### src/rtl/interrupt_arbiter_pkg.sv
// rtl/interrupt_arbiter_pkg.sv - shared interrupt source indices, vectors and dispatch FSM encodings
package interrupt_arbiter_pkg;

    localparam int IRQ_VBLANK = 0;
    localparam int IRQ_STAT   = 1;
    localparam int IRQ_TIMER  = 2;
    localparam int IRQ_SERIAL = 3;
    localparam int IRQ_JOYPAD = 4;

    localparam logic [7:0] IRQ_VEC_VBLANK = 8'h40;
    localparam logic [7:0] IRQ_VEC_STAT   = 8'h48;
    localparam logic [7:0] IRQ_VEC_TIMER  = 8'h50;
    localparam logic [7:0] IRQ_VEC_SERIAL = 8'h58;
    localparam logic [7:0] IRQ_VEC_JOYPAD = 8'h60;

    typedef enum logic [1:0] {
        IRQ_IDLE = 2'd0,
        IRQ_REQ  = 2'd1,
        IRQ_ACK  = 2'd2
    } irq_state_t;

    // Restart address low byte for a source index: 0x40 + 8*idx.
    function automatic logic [7:0] irq_vector(input logic [4:0] idx);
        return 8'h40 + {idx, 3'b000};
    endfunction

endpackage

### src/rtl/irq_priority_enc.sv
// rtl/irq_priority_enc.sv - fixed-priority encoder, lowest set index wins
module irq_priority_enc #(
    parameter int N     = 5,
    parameter int IDX_W = 3
) (
    input  logic [N-1:0]     i_pending,
    output logic [IDX_W-1:0] o_idx,
    output logic             o_valid
);

    // Scan high to low so the last assignment is the lowest set bit.
    always_comb begin
        o_idx   = '0;
        o_valid = 1'b0;
        for (int i = N - 1; i >= 0; i--) begin
            if (i_pending[i]) begin
                o_idx   = IDX_W'(i);
                o_valid = 1'b1;
            end
        end
    end

endmodule

### src/rtl/interrupt_arbiter.sv
// rtl/interrupt_arbiter.sv - IF/IE/IME interrupt arbiter with req/ack dispatch to the core
// Optional halt wake output enabled by defining IRQ_HALT_WAKE_EN.
module interrupt_arbiter
    import interrupt_arbiter_pkg::*;
#(
    parameter int NUM_SRC     = 5,
    parameter int ACK_TIMEOUT = 15
) (
    input  logic               iClock,
    input  logic               iReset_n,
    input  logic [NUM_SRC-1:0] iIrq,
    input  logic               iIfWe,
    input  logic               iIeWe,
    input  logic [7:0]         iWrData,
    input  logic               iEi,
    input  logic               iDi,
    input  logic               iReti,
    input  logic               iEof,
    input  logic               iIntAck,
    output logic [7:0]         oIf,
    output logic [7:0]         oIe,
    output logic               oIme,
    output logic               oIntReq,
    output logic [7:0]         oVector,
    output logic               oWake
);

    localparam int IDX_W = (NUM_SRC > 1) ? $clog2(NUM_SRC) : 1;

    irq_state_t         r_state, w_state_next;
    logic [NUM_SRC-1:0] r_if, w_if_next, w_pending, w_clr_mask;
    logic [7:0]         r_ie, r_vector, r_cnt;
    logic               r_ime, r_ei_pend;
    logic [IDX_W-1:0]   r_idx, w_win_idx;
    logic               w_win_valid;

    assign w_pending = r_if & r_ie[NUM_SRC-1:0];

    irq_priority_enc #(.N(NUM_SRC), .IDX_W(IDX_W)) u_prio (
        .i_pending (w_pending),
        .o_idx     (w_win_idx),
        .o_valid   (w_win_valid)
    );

    // Serviced-bit clear is applied before the OR so a same-cycle pulse survives.
    assign w_clr_mask = (r_state == IRQ_ACK) ? (NUM_SRC'(1) << r_idx) : '0;
    assign w_if_next  = ((iIfWe ? iWrData[NUM_SRC-1:0] : r_if) & ~w_clr_mask) | iIrq;

    always_ff @(posedge iClock or negedge iReset_n) begin
        if (!iReset_n) begin
            r_if      <= '0;
            r_ie      <= '0;
            r_ime     <= 1'b0;
            r_ei_pend <= 1'b0;
        end else begin
            r_if <= w_if_next;
            if (iIeWe)
                r_ie <= iWrData;
            if (iDi) begin
                r_ime     <= 1'b0;
                r_ei_pend <= 1'b0;
            end else begin
                if (r_state == IRQ_ACK)
                    r_ime <= 1'b0;
                else if (iReti || (r_ei_pend && iEof))
                    r_ime <= 1'b1;
                // EI arms the flag; only an iEof in a later cycle consumes it.
                if (iEi)
                    r_ei_pend <= 1'b1;
                else if (iEof)
                    r_ei_pend <= 1'b0;
            end
        end
    end

    always_ff @(posedge iClock or negedge iReset_n) begin
        if (!iReset_n)
            r_state <= IRQ_IDLE;
        else
            r_state <= w_state_next;
    end

    always_comb begin
        w_state_next = r_state;
        case (r_state)
            IRQ_IDLE: if (iEof && r_ime && w_win_valid) w_state_next = IRQ_REQ;
            IRQ_REQ: begin
                if (iIntAck)
                    w_state_next = IRQ_ACK;
                else if (r_cnt == 8'(ACK_TIMEOUT - 1))
                    w_state_next = IRQ_IDLE;
            end
            IRQ_ACK:  w_state_next = IRQ_IDLE;
            default:  w_state_next = IRQ_IDLE;
        endcase
    end

    always_comb begin
        oIntReq = (r_state == IRQ_REQ);
    end

    always_ff @(posedge iClock or negedge iReset_n) begin
        if (!iReset_n) begin
            r_cnt    <= '0;
            r_idx    <= '0;
            r_vector <= '0;
        end else begin
            if (r_state == IRQ_REQ && w_state_next == IRQ_REQ)
                r_cnt <= r_cnt + 8'd1;
            else
                r_cnt <= '0;
            if (r_state == IRQ_IDLE && w_state_next == IRQ_REQ) begin
                r_idx    <= w_win_idx;
                r_vector <= irq_vector(5'(w_win_idx));
            end
        end
    end

`ifdef IRQ_HALT_WAKE_EN
    logic r_wake;
    always_ff @(posedge iClock or negedge iReset_n) begin
        if (!iReset_n)
            r_wake <= 1'b0;
        else
            r_wake <= |w_pending;
    end
    assign oWake = r_wake;
`else
    assign oWake = 1'b0;
`endif

    assign oIf     = {{(8 - NUM_SRC){1'b1}}, r_if};
    assign oIe     = r_ie;
    assign oIme    = r_ime;
    assign oVector = r_vector;

endmodule

### config.mk
export PLATFORM = sky130hd
export DESIGN_NAME = interrupt_arbiter
export DESIGN_NICKNAME = d
export VERILOG_FILES = /design/src/rtl/interrupt_arbiter_pkg.sv /design/src/rtl/irq_priority_enc.sv /design/src/rtl/interrupt_arbiter.sv
export SDC_FILE = /design/constraint.sdc
export NUM_CORES = 1
export LEC_CHECK = 0
export CORE_ASPECT_RATIO = 1.2
export CORE_MARGIN = 5
export CORE_UTILIZATION = 40
export CTS_BUF_LIST = sky130_fd_sc_hd__clkbuf_16
export DETAILED_ROUTE_END_ITERATION = 7
export PLACE_DENSITY = 0.83
export SLEW_MARGIN = 5
export SYNTH_ARGS = -nofsm -noshare
export SYNTH_HDL_FRONTEND = slang
export SYNTH_SLANG_ARGS = --single-unit
### constraint.sdc
create_clock -name iClock -period 4.2 [get_ports iClock]
set_clock_uncertainty 0.2 [all_clocks]
set_input_delay 0.84 -clock iClock [delete_from_list [all_inputs] [get_ports iClock]]
set_output_delay 0.84 -clock iClock [all_outputs]
set_load 0.01 [all_outputs]
# Word level (Yosys, flattened, before mapping)

Index checks and enable logic that the tools add are counted.
Widths: inputs -> output; s select.

Muxes and demuxes: 23
Reduce and logical (&&, ||, !) cells: 9
Equality and inequality tests: 4
$add $sub $neg: 2
Shift operators: 1
Bitwise operators: 4

Operator list:

| kind                | number |
|---|---|
| $mux 3              | 5 |
| $mux 1              | 11 |
| $and 5x5->5         | 2 |
| $mux 5              | 2 |
| $add 7x6->8 const A | 1 |
| $add 8x1->8 const B | 1 |
| $eq 8x4->1 const B  | 1 |
| $mux 8              | 1 |
| $mux 2              | 3 |
| $reduce_bool 3->1   | 2 |
| $logic_and 1x1->1   | 5 |
| $not 5->5           | 1 |
| $or 5x5->5          | 1 |
| $shl 1x3->5 const A | 1 |
| $eq 2x1->1 const B  | 2 |
| $pmux 2 s2          | 1 |
| $eq 2x2->1 const B  | 1 |
| $logic_not 2->1     | 1 |
| $logic_or 1x1->1    | 1 |

Logic and storage cells: 51
Output and inout port bits: 27
Bits of input ports: 22
Flip-flop bits (word level): 36

# Depth between registers and ports, before layout

Gate-level depths: netlist of run 1.

Depth in word-level cells: 12
Gate-level depth with buffers: 5
Mapped depth without buffers: 5

# Hierarchy

Synthesis of run 1 repeated with hierarchy kept, for this count alone.

Cell total of the unflattened synthesis: 123
Area, all modules: 1408.9 um2

By module, submodules not included:

| module            | area each (um2) | cells an instance | seq. area each (um2) | times used |
|---|---|---|---|---|
| interrupt_arbiter | 1360.1          | 115               | 725.7                | 1 |
| irq_priority_enc  | 48.8            | 8                 | 0.0                  | 1 |

# Worst setup path after synthesis of run 1

Ideal clock, no wire load.

Path kind: reg2reg
Start point: register r_cnt[0]
End point: register r_cnt[2]
Setup time: 0.136 ns
Stages on the path, launching flop included: 6
Data arrival time: 1.471 ns
Clock period less this slack: 1.806 ns
Buffers on the path: 0
Path slack: 2.394 ns
Data required time: 3.864 ns
Cells stage by stage: dfrtp_1 > inv_1 > ha_1 > or4b_4 > o311ai_4 > nor2_1

Word-level cells in the longest chain between the ends: 7
Elaborated cells between the ends (all ways): 8
Classes of those cells: add/sub (1); eq/ne (2); mux (4); reduce/logical (1)

Ends and longest elaborated chain:

| element                | RTL line                 | text |
|---|---|---|
| start, declared        | interrupt_arbiter.sv:32  | `logic [7:0] r_ie, r_vector, r_cnt;` |
| start signal, assigned | interrupt_arbiter.sv:109 | `r_cnt <= r_cnt + 8'd1;` |
| $eq 8x4->1             | interrupt_arbiter.sv:90  | `else if (r_cnt == 8'(ACK_TIMEOUT - 1))` |
| $mux 2                 | interrupt_arbiter.sv:90  |  |
| $mux 2                 | interrupt_arbiter.sv:88  | `if (iIntAck)` |
| $pmux 2 s2             | interrupt_arbiter.sv:85  | `case (r_state)` |
| $eq 2x1->1             | interrupt_arbiter.sv:108 | `if (r_state == IRQ_REQ && w_state_next == IRQ_REQ)` |
| $logic_and 1x1->1      | interrupt_arbiter.sv:108 |  |
| $mux 8 (*)             | interrupt_arbiter.sv:108 |  |

Every way passes the cells marked *; elsewhere a longest branch is shown, timed or not.
A chain may end at the register's enable or synchronous reset.

# Final worst setup path of run 1

Start point: register r_state[1]
End point: output port oIntReq

Word-level cells in the longest chain between the ends: 1

Ends and longest elaborated chain:

| element                | RTL line                | text |
|---|---|---|
| start, declared        | interrupt_arbiter.sv:30 | `irq_state_t r_state, w_state_next;` |
| start signal, assigned | interrupt_arbiter.sv:80 | `r_state <= w_state_next;` |
| $eq 2x1->1             | interrupt_arbiter.sv:99 | `oIntReq = (r_state == IRQ_REQ);` |
| end, declared          | interrupt_arbiter.sv:23 | `output logic oIntReq,` |

No other way between the ends.

==> flow_metrics.env, run 1 <==
export IMPL_path_buf_inv=1
export IMPL_start_util_pct=41.6
export IMPL_post_cts_buffers=0
export IMPL_antenna_left=0
export IMPL_clkLatencyLatePin_ps=270
export IMPL_synth_area_leaders="dfrtp_1 52%, mux2_2 6.5%, buf_4 4.3%, mux2i_1 3.6%, o21bai_1 2.7%"
export IMPL_drive_gt1_share_pct=10.9
export IMPL_cts_hold_buffers=0
export IMPL_met1_length_um=1190
export IMPL_nNetsFinal=188
export IMPL_place_worst_setup_slack_ps=1890
export IMPL_detail_route_wl_per_cell_um=15.6
export IMPL_maxCapViolCount=0
export IMPL_place_inst=194
export IMPL_regArea_um2=726
export IMPL_grt_antenna_before_repair=0
export IMPL_cts_tree="done"
export IMPL_gp_congestion=0.810
export IMPL_maxSlewViolCount=0
export IMPL_path_depth=2
export IMPL_portBuffers=40
export IMPL_wl_met3_um=177
export IMPL_finalInstanceArea_mm2=0.00196
export IMPL_nFillCells=283
export IMPL_die_area_mm2=0.00476
export IMPL_synth_area_per_cell_um2=11.6
export IMPL_drt_iter0_markers=46
export IMPL_startpoint="r_state[1]"
export IMPL_setup_viol=0
export IMPL_synth_top_area_share_pct=52.3
export IMPL_timing_hold_ws_ps=296
export IMPL_ioPinCount=49
export IMPL_total_power_mw=0.882
export IMPL_timing_final_hold_violations=0
export IMPL_area_growth_pct=41.2
export IMPL_cts_sinks=29
export IMPL_endpoint_kind="output pin"
export IMPL_p_leak_nw=0.829
export IMPL_synthTopCellsByCount="29 x dfrtp_1, 8 x buf_4, 8 x mux2_2"
export IMPL_synth_edf_count=0
export IMPL_multiInputGateArea_um2=603
export IMPL_cp_data_required_time_ps=3160
export IMPL_grt_pass1_vias=1113
export IMPL_antenna_cells=0
export IMPL_rsz0062_at_grt="no"
export IMPL_die_w_um=63.8
export IMPL_path_max_fanout=3
export IMPL_cpMaxStageDelayCell="clkdlybuf4s50_1"
export IMPL_criticalPathCategory="reg2out"
export IMPL_core_mm2=0.00334
export IMPL_ys_warn_count=0
export IMPL_dpl_hpwl_um=2440
export IMPL_crit_path_cell_trace="nor2b_1 -> clkdlybuf4s50_1"
export IMPL_crit_family="buffers and inverters"
export IMPL_dr_pass1_iters=6
export IMPL_post_cts_resized=0
export IMPL_status="complete, no violations"
export IMPL_die_h_um=74.6
export IMPL_ys_async_sr_fraction_pct=100
export IMPL_layout_cells_non_filler=202
export IMPL_yosys_area_top_type="dfrtp_1"
export IMPL_critPathArrivalTime_ps=1520
export IMPL_rr_startpoint="r_cnt[0]"
export IMPL_synth_seq_cells=29
export IMPL_reg2regPathDepth=5
export IMPL_grt_first_pass_wirelength_um=5160
export IMPL_grt_max_degree=30
export IMPL_yosys_most_used_dff="dfrtp_1"
export IMPL_hp_start="oVector[6]"
export IMPL_startpoint_type="flop"
export IMPL_layout_min_cycle_time_ps=2560
export IMPL_cts_max_level=2
export IMPL_fmax_mhz=390
export IMPL_hold_path_class="reg2reg"
export IMPL_numCtsBuffers=5
export IMPL_cts_clk_slew_worst_paths_ps=50
export IMPL_num_vias=1059
export IMPL_clock_root_buffer="clkbuf_16"
export IMPL_drt_wl_total_um=3150
export IMPL_syn_inst=120
export IMPL_power_density_mw_per_mm2=450
export IMPL_fin_util_pct=58.7
export IMPL_met2_length_um=1720
export IMPL_setup_tns_final_ps=0
export IMPL_std_cell_rows=23
export IMPL_top_layer="met4"
export IMPL_setup_ws_ps=1640
export IMPL_slowest_delay_ps=600
export IMPL_overflow=0
export IMPL_cts_max_path_buffers=2
export IMPL_ir_worst_vdd_uv=278
export IMPL_grt_total_usage_pct=14.1
export IMPL_synthDistinctLibCells=33
export IMPL_syn_area_mm2=0.00139
export IMPL_yosysMostFrequentCell="dfrtp_1"
export IMPL_viasPerCell=5.24
export IMPL_drc=0
export IMPL_place_area_mm2=0.00180
export IMPL_hold_depth=1
export IMPL_finalCritPeriodShare_pct=61.0
export IMPL_yosysSeqAreaShare_pct=52.3
## final timing paths
check / slack (ps) / endpoint
max: 1640 / oIntReq
min: 300 / oVector[6]
max reg2reg: 2170 / r_state[0]
min reg2reg: 300 / oVector[6]
max in group asynchronous: 2780 / r_if[0]
min in group asynchronous: 750 / r_if[4]
## layout by cell type, fill, tap and decap left out, types with 6 or more instances in the layout
master | Yosys | layout
clkdlybuf4s50_1 | 0 | 40
nor2_1 | 6 | 6
conb_1 | 2 | 8
nand2_1 | 6 | 6
dfrtp_1 | 29 | 29
mux2_2 | 8 | 8
## power breakdown
| part | switching [mW] | total, mW | leakage [nW] | internal, mW |
|---|---|---|---|---|
| logic | 0.0609 | 0.154 | 0.393 | 0.0928 |
| registers | 0.0341 | 0.341 | 0.353 | 0.307 |
| clock network | 0.113 | 0.387 | 0.0826 | 0.274 |
## kinds of logic (layout without fill, tap and decap cells)
logic type	after synthesis	in the layout	share of synthesized area [%]
adders and majority gates	2	2	1.80
DFF	29	29	52.3
and+or+nand+nor	34	34	14.8
xor gates and xnor gates	3	3	1.89
AOI/OAI and AO/OA	23	23	12.7
muxes	13	13	10.1
other	2	8	0.541
buffers and inverters	14	53	5.95
## sequential cells by signal, indices dropped and copies added (netlist names)
signal,count
oVector,2
r_if,5
r_state,2
oIme,1
r_ei_pend,1
r_cnt,8
r_idx,2
oIe,8
## cell type report
| cell class | count | share of cell area, % |
|---|---|---|
| inverter | 4 | 0.766 |
| tap | 37 | 2.36 |
| timing repair buffer | 41 | 20.8 |
| multi-input combinational | 83 | 30.8 |
| clock buffer | 5 | 6.38 |
| clock inverter | 3 | 1.91 |
| sequential | 29 | 37.0 |
## routing by layer
metal	GRT usage [%]	vias to the layer above
met3	5.44	6
met4	6.70	0
met2	23.4	33
met5	0	-
li1	-	501
met1	16.1	519
Power figures use the tool's default switching activity.
==> run 2, diff against run 1 <==
- clock period: 4.2 -> 2.4 ns (I/O delays scaled with it)
==> flow_metrics.env, run 2 (same netlist as run 1, synthesis figures left out) <==
export IMPL_nFillCells=266
export IMPL_setup_viol=0
export IMPL_regArea_um2=726
export IMPL_power_density_mw_per_mm2=747
export IMPL_post_cts_buffers=0
export IMPL_hold_depth=1
export IMPL_timing_final_hold_violations=0
export IMPL_viasPerCell=5.26
export IMPL_place_inst=194
export IMPL_core_mm2=0.00334
export IMPL_dpl_hpwl_um=2490
export IMPL_finalCritPeriodShare_pct=92.5
export IMPL_setup_tns_final_ps=0
export IMPL_gp_congestion=0.791
export IMPL_final_common_cell="clkdlybuf4s50_1"
export IMPL_clkLatencyLatePin_ps=280
export IMPL_reg2regPathDepth=5
export IMPL_hold_end="oVector[6]"
export IMPL_ioPinCount=49
export IMPL_cp_data_required_time_ps=1720
export IMPL_ir_worst_vdd_uv=706
export IMPL_antenna_left=0
export IMPL_r2r_setup_slack_ps=430
export IMPL_grt_max_degree=30
export IMPL_maxCapViolCount=0
export IMPL_drt_wl_total_um=3220
export IMPL_drive_gt1_share_pct=11.5
export IMPL_dr_pass1_iters=4
export IMPL_startpoint_type="flop"
export IMPL_rsz0062_at_grt="no"
export IMPL_layout_cells_non_filler=202
export IMPL_layout_min_cycle_time_ps=2220
export IMPL_grt_first_pass_wirelength_um=5260
export IMPL_fmax_mhz=451
export IMPL_cts_max_path_buffers=2
export IMPL_grt_antenna_before_repair=0
export IMPL_area_growth_pct=39.5
export IMPL_crit_path_cell_trace="nor2b_1 -> clkdlybuf4s50_1"
export IMPL_path_max_fanout=3
export IMPL_cpMaxStageDelayCell="clkdlybuf4s50_1"
export IMPL_mostFrequentLayoutCells="40 x clkdlybuf4s50_1, 29 x dfrtp_1, 8 x mux2_2, 8 x conb_1"
export IMPL_drc=0
export IMPL_hold_path_class="reg2reg"
export IMPL_start_util_pct=41.6
export IMPL_cts_sinks=29
export IMPL_cts_max_level=2
export IMPL_endpoint_kind="output pin"
export IMPL_num_vias=1062
export IMPL_std_cell_rows=23
export IMPL_grt_total_usage_pct=14.6
export IMPL_die_area_mm2=0.00476
export IMPL_rr_startpoint="r_cnt[0]"
export IMPL_criticalPathCategory="reg2out"
export IMPL_overflow=0
export IMPL_antenna_cells=0
export IMPL_clock_root_buffer="clkbuf_16"
export IMPL_cts_hold_buffers=0
export IMPL_rr_endpoint="r_state[0]"
export IMPL_die_h_um=74.6
export IMPL_grt_pass1_vias=1158
export IMPL_post_cts_resized=0
export IMPL_status="complete, no violations"
export IMPL_detail_route_wl_per_cell_um=15.9
export IMPL_maxSlewViolCount=0
export IMPL_die_w_um=63.8
export IMPL_cts_clk_slew_worst_paths_ps=50
export IMPL_drt_iter0_markers=18
export IMPL_numCtsBuffers=5
export IMPL_hp_start="oVector[6]"
export IMPL_nNetsFinal=188
export IMPL_cts_tree="done"
export IMPL_critPathArrivalTime_ps=1540
export IMPL_p_leak_nw=0.821
export IMPL_multiInputGateArea_um2=603
export IMPL_portBuffers=40
export IMPL_slowest_delay_ps=600
[run 2: per-layer routing]
| layer | track usage [%] | up-vias | part of all wire, % |
|---|---|---|---|
| li1 | - | 499 | - |
| met1 | 13.7 | 525 | 36 |
| met2 | 26.5 | 28 | 55 |
| met3 | 5.74 | 10 | 6.3 |
| met4 | 8.78 | 0 | 2.7 |
| met5 | 0 | - | 0 |
[run 2: worst max-delay path by stage]
| stage | startpoint | endpoint | cells after the start |
|---|---|---|---|
| final | r_state[1] | oIntReq | 2 |
| after global routing | r_state[0] | oIntReq | 2 |
| after CTS | r_state[1] | oIntReq | 2 |
| after detailed placement | iEof | r_idx[0] | 4 |
| after global placement | r_state[1] | oIntReq | 2 |
| after floorplan | r_cnt[0] | r_cnt[2] | 5 |
[run 2: where the power goes]
part,internal (mW),switching [mW]
clock network,0.374,0.206
logic,0.162,0.108
registers,0.537,0.0584
total,1.07,0.373
[run 2: metrics by stage]
step                util (%)  cell area (µm²)  hold WS (ps)  setup WS [ps]  power (mW)
finish                  58.0             1940           282            181        1.45
global placement        53.9             1800           282            467       0.860
global route            58.0             1940           299           63.9        1.51
CTS                     58.0             1940           289            151        1.47
floorplan                  -             1410         -15.6            594       0.719
detailed placement      53.9             1800           295            448       0.873
[run 2: worst max-delay path, delay by kind of cell, from the launching register on]
family	cells	cell delay [ps]
buffers and inverters	1	600
DFF	1	380
and+or+nand+nor	1	280
[run 2: final cells by class]
| cell class | count | area share (%) |
|---|---|---|
| Multi-Input combinational cell | 83 | 31.1 |
| Sequential cell | 29 | 37.5 |
| Inverter | 4 | 0.775 |
| Timing Repair Buffer | 41 | 21.1 |
| Tap cell | 37 | 2.39 |
| Clock inverter | 3 | 0.711 |
| Clock buffer | 5 | 6.46 |
